**src/rtl/uart_pkg.sv**
```systemverilog
// ---------------------------------------------------------------------------
// uart_pkg
//   Shared types and constants for the UART transmit arbiter slice.
//   arb_state_t : arbiter FSM states, one per phase of moving a byte
//                 from a requester into the UART transmitter.
//   UART_DATA_W : width of one UART payload byte.
// ---------------------------------------------------------------------------
package uart_pkg;

   localparam int UART_DATA_W = 8;

   typedef enum logic [2:0] {
      IDLE      = 3'd0,
      LOAD      = 3'd1,
      START     = 3'd2,
      WAIT_ACK  = 3'd3,
      WAIT_DONE = 3'd4,
      RELEASE   = 3'd5
   } arb_state_t;

endpackage

```
**src/rtl/rr_picker.sv**
```systemverilog
// ---------------------------------------------------------------------------
// rr_picker
//   Combinational round-robin priority encoder. Returns the first set bit
//   of req_i, searching from position ptr_i upwards and wrapping modulo
//   N_REQ.
//   req_i  : request vector
//   ptr_i  : position with highest priority (must be < N_REQ)
//   pick_o : one-hot winner, all zero when req_i is zero
//   idx_o  : index of the winner (zero when req_i is zero)
// ---------------------------------------------------------------------------
module rr_picker #(
   parameter int N_REQ = 3,
   parameter int IDX_W = $clog2(N_REQ)
) (
   input  logic [N_REQ-1:0] req_i,
   input  logic [IDX_W-1:0] ptr_i,
   output logic [N_REQ-1:0] pick_o,
   output logic [IDX_W-1:0] idx_o
);

   logic [N_REQ-1:0] rot;
   logic [IDX_W:0]   sum;

   always_comb begin
      // Rotate so that ptr_i lands on bit 0; the lowest set bit of rot is
      // then the winner, and its offset is added back to ptr_i.
      rot = N_REQ'({req_i, req_i} >> ptr_i);
      sum = '0;
      for (int k = N_REQ - 1; k >= 0; k--) begin
         if (rot[k]) begin
            sum = {1'b0, ptr_i} + (IDX_W+1)'(k);
         end
      end
      if (sum >= (IDX_W+1)'(N_REQ)) begin
         sum = sum - (IDX_W+1)'(N_REQ);
      end
      idx_o  = sum[IDX_W-1:0];
      pick_o = (|req_i) ? (N_REQ'(1) << idx_o) : '0;
   end

endmodule

```
**src/rtl/uart_tx_arbiter.sv**
```systemverilog
// ---------------------------------------------------------------------------
// uart_tx_arbiter
//   Shares one UART transmitter among N_REQ byte-stream requesters with
//   packet-granular round-robin arbitration. The owner keeps the
//   transmitter until a byte flagged last has been sent.
//
//   Requester handshake: requester i offers a byte by holding req_valid[i]
//   with req_data/req_last stable; the byte is consumed on the clock edge
//   at which req_ready[i] is high (req_ready is only ever high for the
//   current owner, during LOAD, and only while its req_valid is high).
//
//   Ports
//   clk, rst        : clock, synchronous active-low reset
//   req_valid/data/last, req_ready : per-requester byte interface
//   tx_start, tx_data, tx_busy     : UART transmitter interface
//   grant           : one-hot current owner, zero when idle
//   err_timeout     : sticky, tx_busy did not rise after a tx_start
//   state_o         : FSM state (debug)
//   rr_ptr_o        : round-robin pointer (debug)
// ---------------------------------------------------------------------------
module uart_tx_arbiter
   import uart_pkg::*;
#(
   parameter int N_REQ       = 3,
   parameter int ACK_TIMEOUT = 16
) (
   input  logic                         clk,
   input  logic                         rst,
   input  logic [N_REQ-1:0]             req_valid,
   input  logic [UART_DATA_W*N_REQ-1:0] req_data,
   input  logic [N_REQ-1:0]             req_last,
   output logic [N_REQ-1:0]             req_ready,
   output logic                         tx_start,
   output logic [UART_DATA_W-1:0]       tx_data,
   input  logic                         tx_busy,
   output logic [N_REQ-1:0]             grant,
   output logic                         err_timeout,
   output logic [2:0]                   state_o,
   output logic [$clog2(N_REQ)-1:0]     rr_ptr_o
);

   localparam int IDX_W = $clog2(N_REQ);
   localparam int CNT_W = (ACK_TIMEOUT > 2) ? $clog2(ACK_TIMEOUT) : 1;

   arb_state_t             state_q, state_d;
   logic [IDX_W-1:0]       owner_q, owner_d;
   logic [N_REQ-1:0]       grant_q, grant_d;
   logic [IDX_W-1:0]       rr_ptr_q, rr_ptr_d;
   logic [UART_DATA_W-1:0] data_q, data_d;
   logic                   last_q, last_d;
   logic [CNT_W-1:0]       cnt_q, cnt_d;
   logic                   err_q, err_d;

   logic [N_REQ-1:0]       pick;
   logic [IDX_W-1:0]       pick_idx;
   logic [UART_DATA_W-1:0] owner_data;
   logic                   owner_last;
   logic                   owner_valid;
   logic [IDX_W-1:0]       next_ptr;

   rr_picker #(
      .N_REQ (N_REQ),
      .IDX_W (IDX_W)
   ) u_picker (
      .req_i  (req_valid),
      .ptr_i  (rr_ptr_q),
      .pick_o (pick),
      .idx_o  (pick_idx)
   );

   // Byte lane of the current owner.
   always_comb begin
      owner_data  = '0;
      owner_last  = 1'b0;
      owner_valid = 1'b0;
      for (int i = 0; i < N_REQ; i++) begin
         if (owner_q == IDX_W'(i)) begin
            owner_data  = req_data[UART_DATA_W*i +: UART_DATA_W];
            owner_last  = req_last[i];
            owner_valid = req_valid[i];
         end
      end
   end

   // Priority moves to the requester after the one just served.
   assign next_ptr = (owner_q == IDX_W'(N_REQ - 1)) ? '0 : owner_q + IDX_W'(1);

   always_comb begin
      state_d   = state_q;
      owner_d   = owner_q;
      grant_d   = grant_q;
      rr_ptr_d  = rr_ptr_q;
      data_d    = data_q;
      last_d    = last_q;
      cnt_d     = cnt_q;
      err_d     = err_q;
      req_ready = '0;
      tx_start  = 1'b0;
      case (state_q)
         IDLE: begin
            if (|req_valid) begin
               owner_d = pick_idx;
               grant_d = pick;
               state_d = LOAD;
            end
         end
         LOAD: begin
            // Grant is held while the owner stalls between bytes.
            if (owner_valid) begin
               data_d    = owner_data;
               last_d    = owner_last;
               req_ready = grant_q;
               state_d   = START;
            end
         end
         START: begin
            tx_start = 1'b1;
            cnt_d    = '0;
            state_d  = WAIT_ACK;
         end
         WAIT_ACK: begin
            if (tx_busy) begin
               state_d = WAIT_DONE;
            end else if (cnt_q == CNT_W'(ACK_TIMEOUT - 2)) begin
               // The counter would reach ACK_TIMEOUT-1 this cycle, so
               // err_timeout rises ACK_TIMEOUT cycles after tx_start.
               err_d    = 1'b1;
               grant_d  = '0;
               rr_ptr_d = next_ptr;
               state_d  = IDLE;
            end else begin
               cnt_d = cnt_q + CNT_W'(1);
            end
         end
         WAIT_DONE: begin
            if (!tx_busy) begin
               state_d = last_q ? RELEASE : LOAD;
            end
         end
         RELEASE: begin
            grant_d  = '0;
            rr_ptr_d = next_ptr;
            state_d  = IDLE;
         end
         default: begin
            state_d = IDLE;
         end
      endcase
   end

   always_ff @(posedge clk) begin
      if (!rst) begin
         state_q  <= IDLE;
         owner_q  <= '0;
         grant_q  <= '0;
         rr_ptr_q <= '0;
         data_q   <= '0;
         last_q   <= 1'b0;
         cnt_q    <= '0;
         err_q    <= 1'b0;
      end else begin
         state_q  <= state_d;
         owner_q  <= owner_d;
         grant_q  <= grant_d;
         rr_ptr_q <= rr_ptr_d;
         data_q   <= data_d;
         last_q   <= last_d;
         cnt_q    <= cnt_d;
         err_q    <= err_d;
      end
   end

   assign tx_data     = data_q;
   assign grant       = grant_q;
   assign err_timeout = err_q;
   assign state_o     = state_q;
   assign rr_ptr_o    = rr_ptr_q;

endmodule

```
**config.mk**
```make
export PLATFORM = sky130hd
export DESIGN_NAME = uart_tx_arbiter
export DESIGN_NICKNAME = d
export VERILOG_FILES = /design/src/rtl/uart_pkg.sv /design/src/rtl/rr_picker.sv /design/src/rtl/uart_tx_arbiter.sv
export SDC_FILE = /design/constraint.sdc
export NUM_CORES = 1
export LEC_CHECK = 0
export CAP_MARGIN = 20
export CORE_UTILIZATION = 39
export CTS_BUF_LIST = sky130_fd_sc_hd__clkbuf_4 sky130_fd_sc_hd__clkbuf_8
export CTS_CLUSTER_DIAMETER = 200
export DETAILED_ROUTE_END_ITERATION = 12
export PLACE_DENSITY_LB_ADDON = 0.12
export SYNTH_ARGS = -nofsm -noshare
export SYNTH_HDL_FRONTEND = slang
export SYNTH_HIERARCHICAL = 1
export SYNTH_SLANG_ARGS = --single-unit
```
**constraint.sdc**
```tcl
create_clock -name clk -period 3.1 [get_ports clk]
set_input_delay 0.62 -clock clk [delete_from_list [all_inputs] [get_ports clk]]
set_output_delay 0.62 -clock clk [all_outputs]
set_load 0.02 [all_outputs]
```
-- Word level (Yosys, flattened, before mapping)
Cells that the tools add are included.
- div/mod/pow operators: 0
- add/subtract/negate cells: 5
- $mul: 0
- equality and inequality tests: 15
- shifts and indexed selects: 2
- reductions and logical operators: 13
- mux-type cells: 33
- bitwise operators: 1
- $lt $le $gt $ge: 1
- operator list (operator ; count):
    3-bit two-way mux ; 13
    8-bit two-way mux ; 3
    3-bit case mux with 5 select lines ; 1
    2-bit inequality test, second input constant ; 6
    3-bit case mux with 3 select lines ; 1
    3-bit AND reduction ; 3
    2-bit two-way mux ; 4
    4-bit two-way mux ; 2
    4-bit case mux with 2 select lines ; 1
    4-bit AND reduction ; 2
    1-bit two-way mux ; 7
    3-bit by 2-bit == test with 1-bit output, second input constant ; 2
    3-bit == test, second input constant ; 2
    6-bit by 2-bit >> shifter with 3-bit output ; 1
    4-bit by 1-bit adder with 4-bit output, second input constant ; 1
    4-bit == test, second input constant ; 1
    2-bit case mux with 2 select lines ; 1
    2-bit AND reduction ; 2
    2-bit nonzero test ; 2
    2-bit by 1-bit adder with 3-bit output, second input constant ; 1
    2-bit by 2-bit adder with 3-bit output, second input constant ; 1
    3-bit by 1-bit == test with 1-bit output, second input constant ; 1
    3-bit by 2-bit >= comparator with 1-bit output, second input constant ; 1
    3-bit zero test ; 1
    other kinds (10) ; 10
- memories: 0
- word-level logic and storage cells: 78
- output and inout bits: 21
- bits in registers: 24
- memory bits (writable): 0
- input port bits: 33
- bits in read-only memories: 0
- latch bits: 0

-- Longest topological paths before layout
Gate-level depths: netlist (run 1).
- depth after elaboration: 9
- gate-level depth with buffers: 11
- mapped depth without buffers: 10

-- Cells and area by module
The synthesis (run 1) kept the hierarchy.
- by module, submodules not included (module ; sequential area each (µm²) ; area an instance (µm²) ; instances ; cells each):
    uart_tx_arbiter ; 480.5 ; 1441.4 ; 1 ; 165
    rr_picker ; 0.0 ; 359.1 ; 1 ; 45

-- Least setup slack after synthesis (run 1)
Ideal clock, no wire load.
- kind: register -> register
- start point: register rr_ptr_q[0], in the netlist rr_ptr_o[0]
- end point: register grant_q[2], in the netlist grant[2]
- path buffers: 0
- required time: 2.971 ns
- library setup time: 0.129 ns
- stages on the path, launching flop included: 10
- path slack: 0.659 ns
- data arrival time: 2.312 ns
- period minus slack after synthesis: 2.441 ns
- cells stage by stage: dfxtp_1 -> ha_1 -> and3_1 -> a2111oi_2 -> a21oi_2 -> ha_1 -> or2_1 -> and4_1 -> nand2_1 -> mux2i_1
- longest elaborated chain between the ends: 9
- ends and longest elaborated chain (item ; RTL line ; text):
    from (decl) ; uart_tx_arbiter.sv:48 ; logic [IDX_W-1:0] rr_ptr_q, rr_ptr_d;
    from (signal assigned) ; uart_tx_arbiter.sv:165 ; rr_ptr_q <= rr_ptr_d;
    2-bit by 2-bit adder with 3-bit output or 6-bit by 2-bit >> shifter with 3-bit output (tied branches) ; rr_picker.sv:31, rr_picker.sv:27 ;
    3-bit two-way mux (2 in series) ; rr_picker.sv:30 ; if (rot[k]) begin
    3-bit two-way mux * ; rr_picker.sv:30 ;
    3-bit by 2-bit >= comparator with 1-bit output or 2-bit subtractor (tied branches) ; rr_picker.sv:34, rr_picker.sv:35 ;
    2-bit two-way mux * ; rr_picker.sv:34 ; if (sum >= (IDX_W+1)'(N_REQ)) begin
    1-bit by 2-bit << shifter with 3-bit output * ; rr_picker.sv:38 ; pick_o = (|req_i) ? (N_REQ'(1) << idx_o) : '0;
    net pick[2] ; uart_tx_arbiter.sv:54 ; logic [N_REQ-1:0] pick;
    3-bit two-way mux * ; uart_tx_arbiter.sv:101 ; if (|req_valid) begin
    3-bit case mux with 3 select lines * ; uart_tx_arbiter.sv:99 ; case (state_q)
    to (signal assigned) ; uart_tx_arbiter.sv:164 ; grant_q <= grant_d;
    to (decl) ; uart_tx_arbiter.sv:47 ; logic [N_REQ-1:0] grant_q, grant_d;
Mark *: on every way through the listed nets, which the timed path passes. The rest lies on a longest branch. The select of a mux whose other input is x is not followed.
A chain may end at the register's enable or synchronous reset.

-- Final worst setup path (run 1)
- start point: input req_valid[1]
- end point: output req_ready[0]
- longest elaborated chain between the ends: 4
- ends and longest elaborated chain (item ; RTL line ; text):
    from (decl) ; uart_tx_arbiter.sv:29 ; input logic [N_REQ-1:0] req_valid,
    1-bit two-way mux (2 in series) ; uart_tx_arbiter.sv:77 ; if (owner_q == IDX_W'(i)) begin
    3-bit two-way mux ; uart_tx_arbiter.sv:109 ; if (owner_valid) begin
    3-bit two-way mux ; uart_tx_arbiter.sv:99 ;
    to (decl) ; uart_tx_arbiter.sv:32 ; output logic [N_REQ-1:0] req_ready,
Every way passes these cells.

==> qor.csv, run 1 <==
stage,metric,value,unit
status,status,"finished, final reports clean",
die,die_y,69.9,microns
synthesis,synth_xor_area_share,0.486,%
power_and_ir_drop,pwr_density_cell,451,nW/um^2
synthesis,synth_top_family_by_area,compound AO/OA/AOI/OAI gates,
die,io_pins,54,
timing,finalHoldViolations,0,
drt,wl,4430,microns
synthesis,synthAdderAreaFrac,2.78,%
timing,max_clock_freq,336,MHz
worst_setup_path,worstSetupEndpointType,primary output,
timing,worst_pin_slew,0.704,ns
clock_network,ctsHtreeMaxLevel,1,
worst_setup_path,worst-path-max-fanout,10,
worst_setup_path,crit_type,input port to primary output,
synthesis,synth-compound-area-share,29.0,%
worst_setup_path,cp_cell_sequence,clkdlybuf4s50_1 -> nand3b_1 -> o21ai_2 -> and3_1 -> clkdlybuf4s50_1,
clock_network,postCtsHoldBufs,0,
finish,nNetsFinal,298,
power_and_ir_drop,p_total,1.09,mW
synthesis,syn_nets,247,
global_route,grt_usage,18.6,%
synthesis,yosys.area_share.simple,25.5,%
global_route,grt_antenna_before_repair,0,
worst_hold_path,hp-class,flop to flop,
worst_setup_path,required,2.48,ns
placed_design,placed_area,2370,sq um
worst_setup_path,crit_slowest_cell,clkdlybuf4s50_1,
worst_setup_path,crit_family,buffers and inverters,
drt,drc,0,
worst_setup_path,path_common_cell,clkdlybuf4s50_1,
timing,min_period,2.98,ns
timing,drv_slew,0,
timing,finalSetupViolCount,0,
drt,ant_nets,0,
global_route,grt_first_pass_wirelength,7530,microns
run,cap_violations,0,
synthesis,synth_async_sr_flop_share,0,%
synthesis,synth_seq_cells,24,
timing,fin_crit_sh,96.1,%
synthesis,synth.area.mux_share,9.10,%
global_route,grt_max_degree,16,
placed_design,dp.final_hpwl,3370,microns
synthesis,yosys_warnings,6,
timing,maxSlewHeadroom,53.0,%
worst_setup_path,r2r_setup_slack,0.54,ns
worst_setup_path,start_kind,input port,
synthesis,syn-cell-area,1800,sq um
drt,drtIter0Drc,55,
synthesis,yosys.cell_types.count,56,
finish,layout_common_cells,"clkdlybuf4s50_1, dfxtp_1, nand2_1",
placed_design,gp_congestion,0.848,
clock_network,cts_setup_buffers,0,
synthesis,synth_edf_count,0,
timing,tns,0,ns
clock_network,clock_latency,0.27,ns
drt,viasPerCell,5.56,
worst_setup_path,arrival,2.36,ns
finish,final_common_cell,clkdlybuf4s50_1,
clock_network,root_buffer,clkbuf_8,
die,die_w,69.9,microns
die,die_area,4890,sq um
clock_network,post_cts_resize_count,0,
global_route,grt_overflow,0,
drt,drtPass1Iterations,4,
global_route,grt_pass1_vias,1625,
power_and_ir_drop,peakVddDrop,0.208,mV
synthesis,syn_inst,210,
clock_network,numCtsBuffers,3,
die,floorplan.initialDensity,41.1,%
timing,rsz0062_at_grt,false,
placed_design,port_buffers,53,
clock_network,cts.reportedPaths.clkPinSlew,0.08,ns
finish,stdcell_area,2430,sq um
timing,finClkSkew,0.00603,ns
die,core,4380,sq um
clock_network,cts_tree,yes,
clock_network,cts_buffer_depth,2,
drt,routed-via-count,1734,
drt,wire_per_inst,14.2,microns
synthesis,ys.flop_type,dfxtp_1,
worst_setup_path,max_stage_delay,0.66,ns
worst_setup_path,critPathBufInv,2,
die,num_rows,24,
finish,drive_above_1_share,11.2,%
finish,antenna_cells,0,
power_and_ir_drop,p_leak,0.899,nW
synthesis,ys_seq_area_share,26.7,%
clock_network,cts.sinks,24,
synthesis,avgSynthCellArea,8.57,sq um
finish,area_growth,34.8,%
worst reg2reg max path: stages, from the launching register on:
cell and delay (ns):
dfxtp_1 0.59, ha_1 0.34, and3_1 0.18, a2111oi_2 0.36, a21oi_2 0.09, ha_1 0.31
or2_1 0.25, and4_1 0.20, nand2_1 0.05, mux2i_1 0.06
metal layers:
layer	wire length (microns)	track usage (%)
met4	43	4.67
met3	275	3.75
met2	2010	31.4
met1	2100	24.2
met5	0	0
area by class of cell:
class | instances | area [sq um]
fill | 420 | 1960
timing repair buffer | 62 | 601
tap | 52 | 65.1
multi-input combinational | 164 | 1200
clock buffer | 4 | 55.1
inverter | 6 | 22.5
sequential | 24 | 480
flip-flops by register name (all words and copies together) (netlist names):
signal / count
tx_data: 8
cnt_q: 4
grant: 3
state_o: 3
owner_q: 2
rr_ptr_o: 2
err_timeout: 1
last_q: 1
cell usage after synthesis (3+ instances only):
cell type  instances  area, sq um
inv_1              6         22.5
nand2_1           22         82.6
a21oi_1           10         50.1
buf_2              5         25.0
o211ai_1           9         67.6
a21oi_2            3         26.3
mux2i_1           15          150
nand3_1            4         20.0
nor2_1             7         26.3
buf_6              3         33.8
o21ai_0            9         45.0
o22ai_1            4         25.0
clkbuf_1           6         22.5
nand2b_1           9         56.3
and3_1             4         25.0
o21a_1             4         30.0
dfxtp_1           24          480
nor3_1             5         25.0
nor2b_1            4         25.0
o221a_1            9          101
ha_1               4         50.1
where the power goes:
part	switching, mW	internal, mW
Combinational	0.241	0.246
Clock	0.104	0.113
Sequential	0.0413	0.349
Total	0.386	0.708
logic make-up (layout without fill, tap and decap cells):
kind of cell    Yosys count  in the layout
xor+xnor                  1              1
mux                      16             16
flops                    24             24
fa+ha+maj                 4              4
compound gates           67             67
simple gates             76             76
buf+inv                  22             72
path summary, 6_finish.rpt:
kind              cells after the start    startpoint            to
setup reg to reg                      9   rr_ptr_o[1]      grant[2]
hold / removal                        2      grant[1]      grant[1]
hold reg to reg                       2      grant[1]      grant[1]
setup / recovery                      5  req_valid[1]  req_ready[0]
through the flow:
stage	worst slack, ns	hold WS, ns	std cells	utilization, %
2_1_floorplan	0.659	0.496	210	-
3_3_place_gp	0.121	0.450	308	54.1
3_5_place_dp	0.0606	0.467	308	54.1
4_1_cts	0.0650	0.480	312	55.3
5_1_grt	0.0223	0.505	312	55.4
6_report	0.121	0.476	312	55.4
Power figures use the tool's default switching activity.
==> run 2: changes to the inputs <==
CAP_MARGIN = unset   (was 20)
==> results of run 2 <==
Same layout as run 1: the final DEF is identical, and so are final timing and power.
